===== config.mk =====
export PLATFORM = sky130hd
export DESIGN_NAME = pipeline_ctrl
export DESIGN_NICKNAME = d
export VERILOG_FILES = /design/src/rtl/pipe_ctrl_pkg.sv /design/src/rtl/mem_wait_fsm.sv /design/src/rtl/pipeline_ctrl.sv
export SDC_FILE = /design/constraint.sdc
export NUM_CORES = 1
export LEC_CHECK = 0
export ABC_AREA = 1
export BUFFER_PORTS_ARGS = -buffer_cell sky130_fd_sc_hd__buf_2
export CAP_MARGIN = 20
export CORE_ASPECT_RATIO = 1.2
export CORE_MARGIN = 1.5
export CORE_UTILIZATION = 50
export CTS_BUF_LIST = sky130_fd_sc_hd__clkbuf_4
export DETAILED_ROUTE_END_ITERATION = 6
export PLACE_DENSITY = 0.83
export SYNTH_ARGS = -nofsm -noshare
export SYNTH_HDL_FRONTEND = slang
export SYNTH_SLANG_ARGS = --single-unit
export TNS_END_PERCENT = 50

===== constraint.sdc =====
create_clock -name clk -period 2 [get_ports clk]
set_clock_uncertainty 0.05 [all_clocks]
set_input_delay 0.2 -clock clk [delete_from_list [all_inputs] [get_ports clk]]
set_output_delay 0.2 -clock clk [all_outputs]
set_load 0.1 [all_outputs]

===== src/rtl/pipe_ctrl_pkg.sv =====
// Shared types for the pipeline hazard/sequencing controller.
package pipe_ctrl_pkg;

    // E-stage operand source select
    typedef enum logic [1:0] {
        FWD_RF = 2'b00,
        FWD_W  = 2'b01,
        FWD_M  = 2'b10
    } fwd_sel_t;

    // Data-memory wait sequencer states
    typedef enum logic [1:0] {
        IDLE,
        WAIT,
        ABORT
    } mem_state_t;

    // M-stage result is younger than W, so it wins when both match.
    function automatic fwd_sel_t fwd_pick(input logic hit_m, input logic hit_w);
        if (hit_m) begin
            return FWD_M;
        end
        if (hit_w) begin
            return FWD_W;
        end
        return FWD_RF;
    endfunction

endpackage


===== src/rtl/mem_wait_fsm.sv =====
// Freezes the pipeline while data memory is busy; aborts an access that
// outlives MEM_TIMEOUT wait cycles and latches a sticky error.
module mem_wait_fsm
    import pipe_ctrl_pkg::*;
#(
    parameter int unsigned MEM_TIMEOUT = 15
) (
    input  logic clk,
    input  logic reset,
    input  logic mem_req_m,
    input  logic mem_ready,
    output logic mem_stall,
    output logic abort,
    output logic mem_timeout_err
);

    localparam int unsigned CntW = $clog2(MEM_TIMEOUT + 1);
    localparam logic [CntW-1:0] CntMax = CntW'(MEM_TIMEOUT);

    mem_state_t      state;
    logic [CntW-1:0] wait_cnt;

    // State, wait counter and sticky timeout error
    always_ff @(posedge clk or posedge reset) begin
        if (reset) begin
            state           <= IDLE;
            wait_cnt        <= '0;
            mem_timeout_err <= 1'b0;
        end else begin
            case (state)
                IDLE: begin
                    if (mem_req_m && !mem_ready) begin
                        state    <= WAIT;
                        wait_cnt <= CntW'(1);
                    end
                end
                WAIT: begin
                    if (mem_ready) begin
                        state    <= IDLE;
                        wait_cnt <= '0;
                    end else if (wait_cnt == CntMax) begin
                        state           <= ABORT;
                        wait_cnt        <= '0;
                        mem_timeout_err <= 1'b1;
                    end else begin
                        wait_cnt <= wait_cnt + CntW'(1);
                    end
                end
                // mem_ready is ignored here; the access is already dead
                ABORT: begin
                    state <= IDLE;
                end
                default: begin
                    state    <= IDLE;
                    wait_cnt <= '0;
                end
            endcase
        end
    end

    // Stall is combinational so a same-cycle mem_ready never costs a cycle
    always_comb begin
        mem_stall = ((state == IDLE) && mem_req_m && !mem_ready) ||
                    ((state == WAIT) && !mem_ready && (wait_cnt < CntMax));
        abort     = (state == ABORT);
    end

endmodule


===== src/rtl/pipeline_ctrl.sv =====
// Hazard and sequencing controller for the five-stage core: forwarding,
// load-use / PC-write / branch hazards, memory-wait freeze and stall counter.
module pipeline_ctrl
    import pipe_ctrl_pkg::*;
#(
    parameter int unsigned REG_W       = 4,
    parameter int unsigned MEM_TIMEOUT = 15,
    parameter int unsigned PERF_W      = 16
) (
    input  logic              clk,
    input  logic              reset,
    input  logic [REG_W-1:0]  ra1_d,
    input  logic [REG_W-1:0]  ra2_d,
    input  logic [REG_W-1:0]  ra1_e,
    input  logic [REG_W-1:0]  ra2_e,
    input  logic [REG_W-1:0]  wa3_e,
    input  logic [REG_W-1:0]  wa3_m,
    input  logic [REG_W-1:0]  wa3_w,
    input  logic              reg_write_m,
    input  logic              reg_write_w,
    input  logic              mem_to_reg_e,
    input  logic              pc_src_d,
    input  logic              pc_src_e,
    input  logic              pc_src_m,
    input  logic              pc_src_w,
    input  logic              branch_taken_e,
    input  logic              mem_req_m,
    input  logic              mem_ready,
    output logic [1:0]        forward_a_e,
    output logic [1:0]        forward_b_e,
    output logic              stall_f,
    output logic              stall_d,
    output logic              stall_e,
    output logic              stall_m,
    output logic              flush_d,
    output logic              flush_e,
    output logic              flush_w,
    output logic              mem_timeout_err,
    output logic [PERF_W-1:0] stall_cycles
);

    logic mem_stall;
    logic abort;
    logic ldr_stall;
    logic pc_pend;

    mem_wait_fsm #(
        .MEM_TIMEOUT(MEM_TIMEOUT)
    ) u_mem_wait_fsm (
        .clk            (clk),
        .reset          (reset),
        .mem_req_m      (mem_req_m),
        .mem_ready      (mem_ready),
        .mem_stall      (mem_stall),
        .abort          (abort),
        .mem_timeout_err(mem_timeout_err)
    );

    // Hazard detection terms
    always_comb begin
        ldr_stall = mem_to_reg_e && ((ra1_d == wa3_e) || (ra2_d == wa3_e));
        pc_pend   = pc_src_d || pc_src_e || pc_src_m;
    end

    // Stall/flush/forward resolution; memory freeze outranks every hazard
    always_comb begin
        forward_a_e = FWD_RF;
        forward_b_e = FWD_RF;
        stall_f     = 1'b0;
        stall_d     = 1'b0;
        stall_e     = 1'b0;
        stall_m     = 1'b0;
        flush_d     = 1'b0;
        flush_e     = 1'b0;
        flush_w     = 1'b0;
        if (!reset) begin
            forward_a_e = fwd_pick((ra1_e == wa3_m) && reg_write_m,
                                   (ra1_e == wa3_w) && reg_write_w);
            forward_b_e = fwd_pick((ra2_e == wa3_m) && reg_write_m,
                                   (ra2_e == wa3_w) && reg_write_w);
            if (mem_stall) begin
                stall_f = 1'b1;
                stall_d = 1'b1;
                stall_e = 1'b1;
                stall_m = 1'b1;
                flush_w = 1'b1;
            end else begin
                // During abort the pipeline must advance past the dead access
                stall_f = !abort && (ldr_stall || pc_pend);
                stall_d = !abort && ldr_stall;
                flush_d = pc_pend || pc_src_w || branch_taken_e;
                flush_e = ldr_stall || branch_taken_e;
                flush_w = abort;
            end
        end
    end

    // Saturating count of fetch-stall cycles
    always_ff @(posedge clk or posedge reset) begin
        if (reset) begin
            stall_cycles <= '0;
        end else if (stall_f && (stall_cycles != '1)) begin
            stall_cycles <= stall_cycles + PERF_W'(1);
        end
    end

endmodule


==> impl_metrics.py <==
metrics = {
    "cells_and_area": {
        "fillers": 265,
        "fin_area_sq_um": 2402,
        "multi_input_area_sq_um": 1090,
        "area_growth_pct": 35.59,
        "final_core_util_pct": 71.35,
        "ff_latch_area_sq_um": 593.1,
        "drive_gt1_share_pct": 32.04,
        "diodes": 0,
        "nNetsFinal": 377,
    },
    "worst_setup_path": {
        "r2r-end": "stall_cycles[5]",
        "cp_slowest_stage_delay_ns": 0.37,
        "crit_chain": "ha_1, nand3_2, nand2_2, nand2_4, nor3_4, buf_12",
        "r2r-start": "u_mem_wait_fsm.wait_cnt[0]",
        "crit_slowest_cell": "dfrtp_1",
        "cp.required_ns": 1.75,
        "rr_worst_depth": 10,
        "endpoint_kind": "output port",
        "start_kind": "register",
        "r2r_setup_slack_ns": 0.18,
        "path_max_fanout": 4,
        "critPathKind": "reg2out",
        "arrival_ns": 1.67,
    },
    "grt": {
        "grt-ovfl-total": 0,
        "grt_pass1_wl_um": 7072,
        "grt_use_total_pct": 22.94,
        "first_global_vias": 1752,
        "grt_max_degree": 25,
        "antenna_found_initial": 0,
    },
    "yosys": {
        "yosysTopAreaCell": "dfrtp_1",
        "synthTopCellsByCount": "nand2_1 (88), inv_1 (34), nand3_1 (25), dfrtp_1 (23), nor2_1 (22)",
        "synth_top_area_share_pct": 32.49,
        "synth.most_common_cell": "nand2_1",
        "ys_types": 30,
        "yosysSeqAreaShare_pct": 32.49,
        "yosysWarnings": 0,
        "netlist_instances": 260,
        "synthesis.area_sq_um": 1772,
        "synth_seq_cells": 23,
        "syn_avg_cell_area_sq_um": 6.814,
        "synthTopCellsByArea": "dfrtp_1 (32%), nand2_1 (19%), xor2_1 (7.4%)",
        "synth_edf_count": 0,
        "syn-num-nets": 302,
        "synth-main-ff-cell": "dfrtp_1",
        "async_flop_share_pct": 100.0,
    },
    "detailed_routing": {
        "antenna_left": 0,
        "firstDrtPassIters": 4,
        "post_drt_wl_per_cell_um": 11.35,
        "wl_um": 4212,
        "dr.first_iter.drc_count": 70,
        "drc": 0,
        "avgViaCountPerCell": 5.022,
        "vias": 1863,
    },
    "die": {
        "row_count": 23,
        "initial_core_util_pct": 52.62,
        "core_sq_um": 3367,
        "pin_count": 68,
        "die_h_um": 68.21,
        "die_w_um": 57.34,
        "die_area_sq_um": 3911,
    },
    "clock_network": {
        "clkLatencyLatePin_ns": 0.31,
        "cts.sinks": 23,
        "cts.htree.levels": 1,
        "cts.clk_slew.worst_paths_ns": 0.13,
        "cts_buffers": 3,
        "clockBufferDepth": 2,
        "cts_tree": "built",
        "root_buffer": "clkbuf_4",
    },
    "outcome": {
        "outcome": "complete, no violations",
    },
    "sta": {
        "period_share_pct": 96.02,
        "setup_tns_ns": 0,
        "postLayoutSetupSlackWorst_ns": 0.07963,
        "setup_viol": 0,
        "slew_viol_final": 0,
        "worst_pin_slew_ns": 0.4873,
        "timing.slew.headroom_pct": 67.74,
        "fin_crit_ns": 1.920,
        "fmax_mhz": 520.7,
        "final_hold_viol_count": 0,
    },
    "worst_hold_path": {
        "worstHoldStart": "mem_ready",
        "whs_endpoint": "u_mem_wait_fsm.state[1]",
        "hp-class": "in2reg",
        "min_path_cells": 2,
    },
    "power_and_ir_drop": {
        "total_power_mw": 1.772,
        "leakagePower_nw": 1.340,
        "irDropWorstVdd_mv": 1.063,
        "p_per_area_nw_per_um2": 737.7,
    },
    "placement": {
        "gp_congestion": 0.8374,
        "portBuffers": 67,
        "hpwl_um": 3267,
        "preCtsSetupSlack_ns": 0.1097,
        "placed_area_sq_um": 2260,
    },
    "job": {
        "cap_viol_max_count": 0,
    },
}
-- cell usage in the layout, fill, tap and decap left out, types with 2 or more instances in the layout --
cell      netlist  layout
nand2_1        88      84
buf_2           0      60
inv_1          34      33
nand3_1        25      24
nor2_1         22      21
xor2_1         15      15
dfrtp_1        23      13
xnor2_1        10      10
buf_12          0       8
dfrtp_2         0       8
nor3_1          8       6
nand4_1         6       6
buf_4           4       6
nand2_2         3       5
nand2_4         2       4
clkbuf_4        0       3
nor2_4          1       2
o211ai_1        2       2
nor3_4          0       2
ha_1            2       2
dfrtp_4         0       2
-- where the power goes --
group,internal [mW],switching [mW],leakage [nW]
registers,0.541,0.0793,0.294
logic,0.247,0.690,1.03
clock network,0.0747,0.139,0.0177
-- layer usage --
metal,part of all wire (%),track usage (%),wire (um),up-vias
li1,-,-,-,966
met1,39,26.08,1662,839
met2,55,42.19,2301,50
met3,4.2,3.970,176,8
met4,1.7,9.593,71,0
met5,0,0,0,-
-- critical path, delay by kind of cell, from the launching register on --
kind | cells | cell delay (ns)
AND/OR/NAND/NOR | 4 | 0.56
flip-flops | 1 | 0.37
adder cells (fa/ha/maj) | 1 | 0.22
buffers and inverters | 1 | 0.20
-- metrics by stage --
step | hold WS [ns] | std cells
finish | 0.07491 | 371
floorplan | 0.1761 | 260
global placement | 0.3251 | 361
CTS | 0.01435 | 368
global route | 0.05764 | 371
detailed placement | 0.3347 | 361
-- what timing repair did --
item / 4_1_cts / 5_1_grt
endpoints found under the hold margin: 23 / 0
gates resized for setup: 2 / 15
hold buffers: 1 / 0
setup buffers: 2 / 3
endpoints found under the setup margin: 4 / 20
pin swaps: 1 / 2
-- sequential cells by signal, indices dropped and copies added, names as in the netlist --
signal / flops
u_mem_wait_fsm.state: 2
stall_cycles: 16
u_mem_wait_fsm.wait_cnt: 4
u_mem_wait_fsm.mem_timeout_err: 1
-- worst max path at each step --
stage	startpoint	to	slack, ns	depth (start not counted)
after detailed placement	u_mem_wait_fsm.wait_cnt[0]	stall_cycles[5]	0.11	9
after CTS	u_mem_wait_fsm.wait_cnt[1]	flush_d	0.002	6
after global routing	u_mem_wait_fsm.wait_cnt[0]	flush_d	-0.02	6
after floorplan	u_mem_wait_fsm.wait_cnt[0]	flush_d	-0.30	5
final	u_mem_wait_fsm.wait_cnt[0]	flush_d	0.08	6
after global placement	u_mem_wait_fsm.wait_cnt[0]	stall_cycles[7]	0.21	9
-- kinds of logic (layout without fill, tap and decap cells) --
family | after synthesis | in the layout | share of synthesized area, %
buffers and inverters | 39 | 113 | 9.534
adder cells (fa/ha/maj) | 2 | 2 | 1.412
flip-flops | 23 | 23 | 32.49
AO/OA/AOI/OAI | 8 | 8 | 3.178
AND/OR/NAND/NOR | 163 | 163 | 41.03
XOR/XNOR | 25 | 25 | 12.36
-- cell type report --
class	instances	area share (%)
Clock inverter	1	0.2083
Inverter	34	5.417
Timing Repair Buffer	75	21.46
Clock buffer	3	0.9375
Sequential cell	23	24.69
Multi-Input combinational cell	198	45.36
Tap cell	37	1.927
No activity file was read; power rests on OpenSTA's default activity.
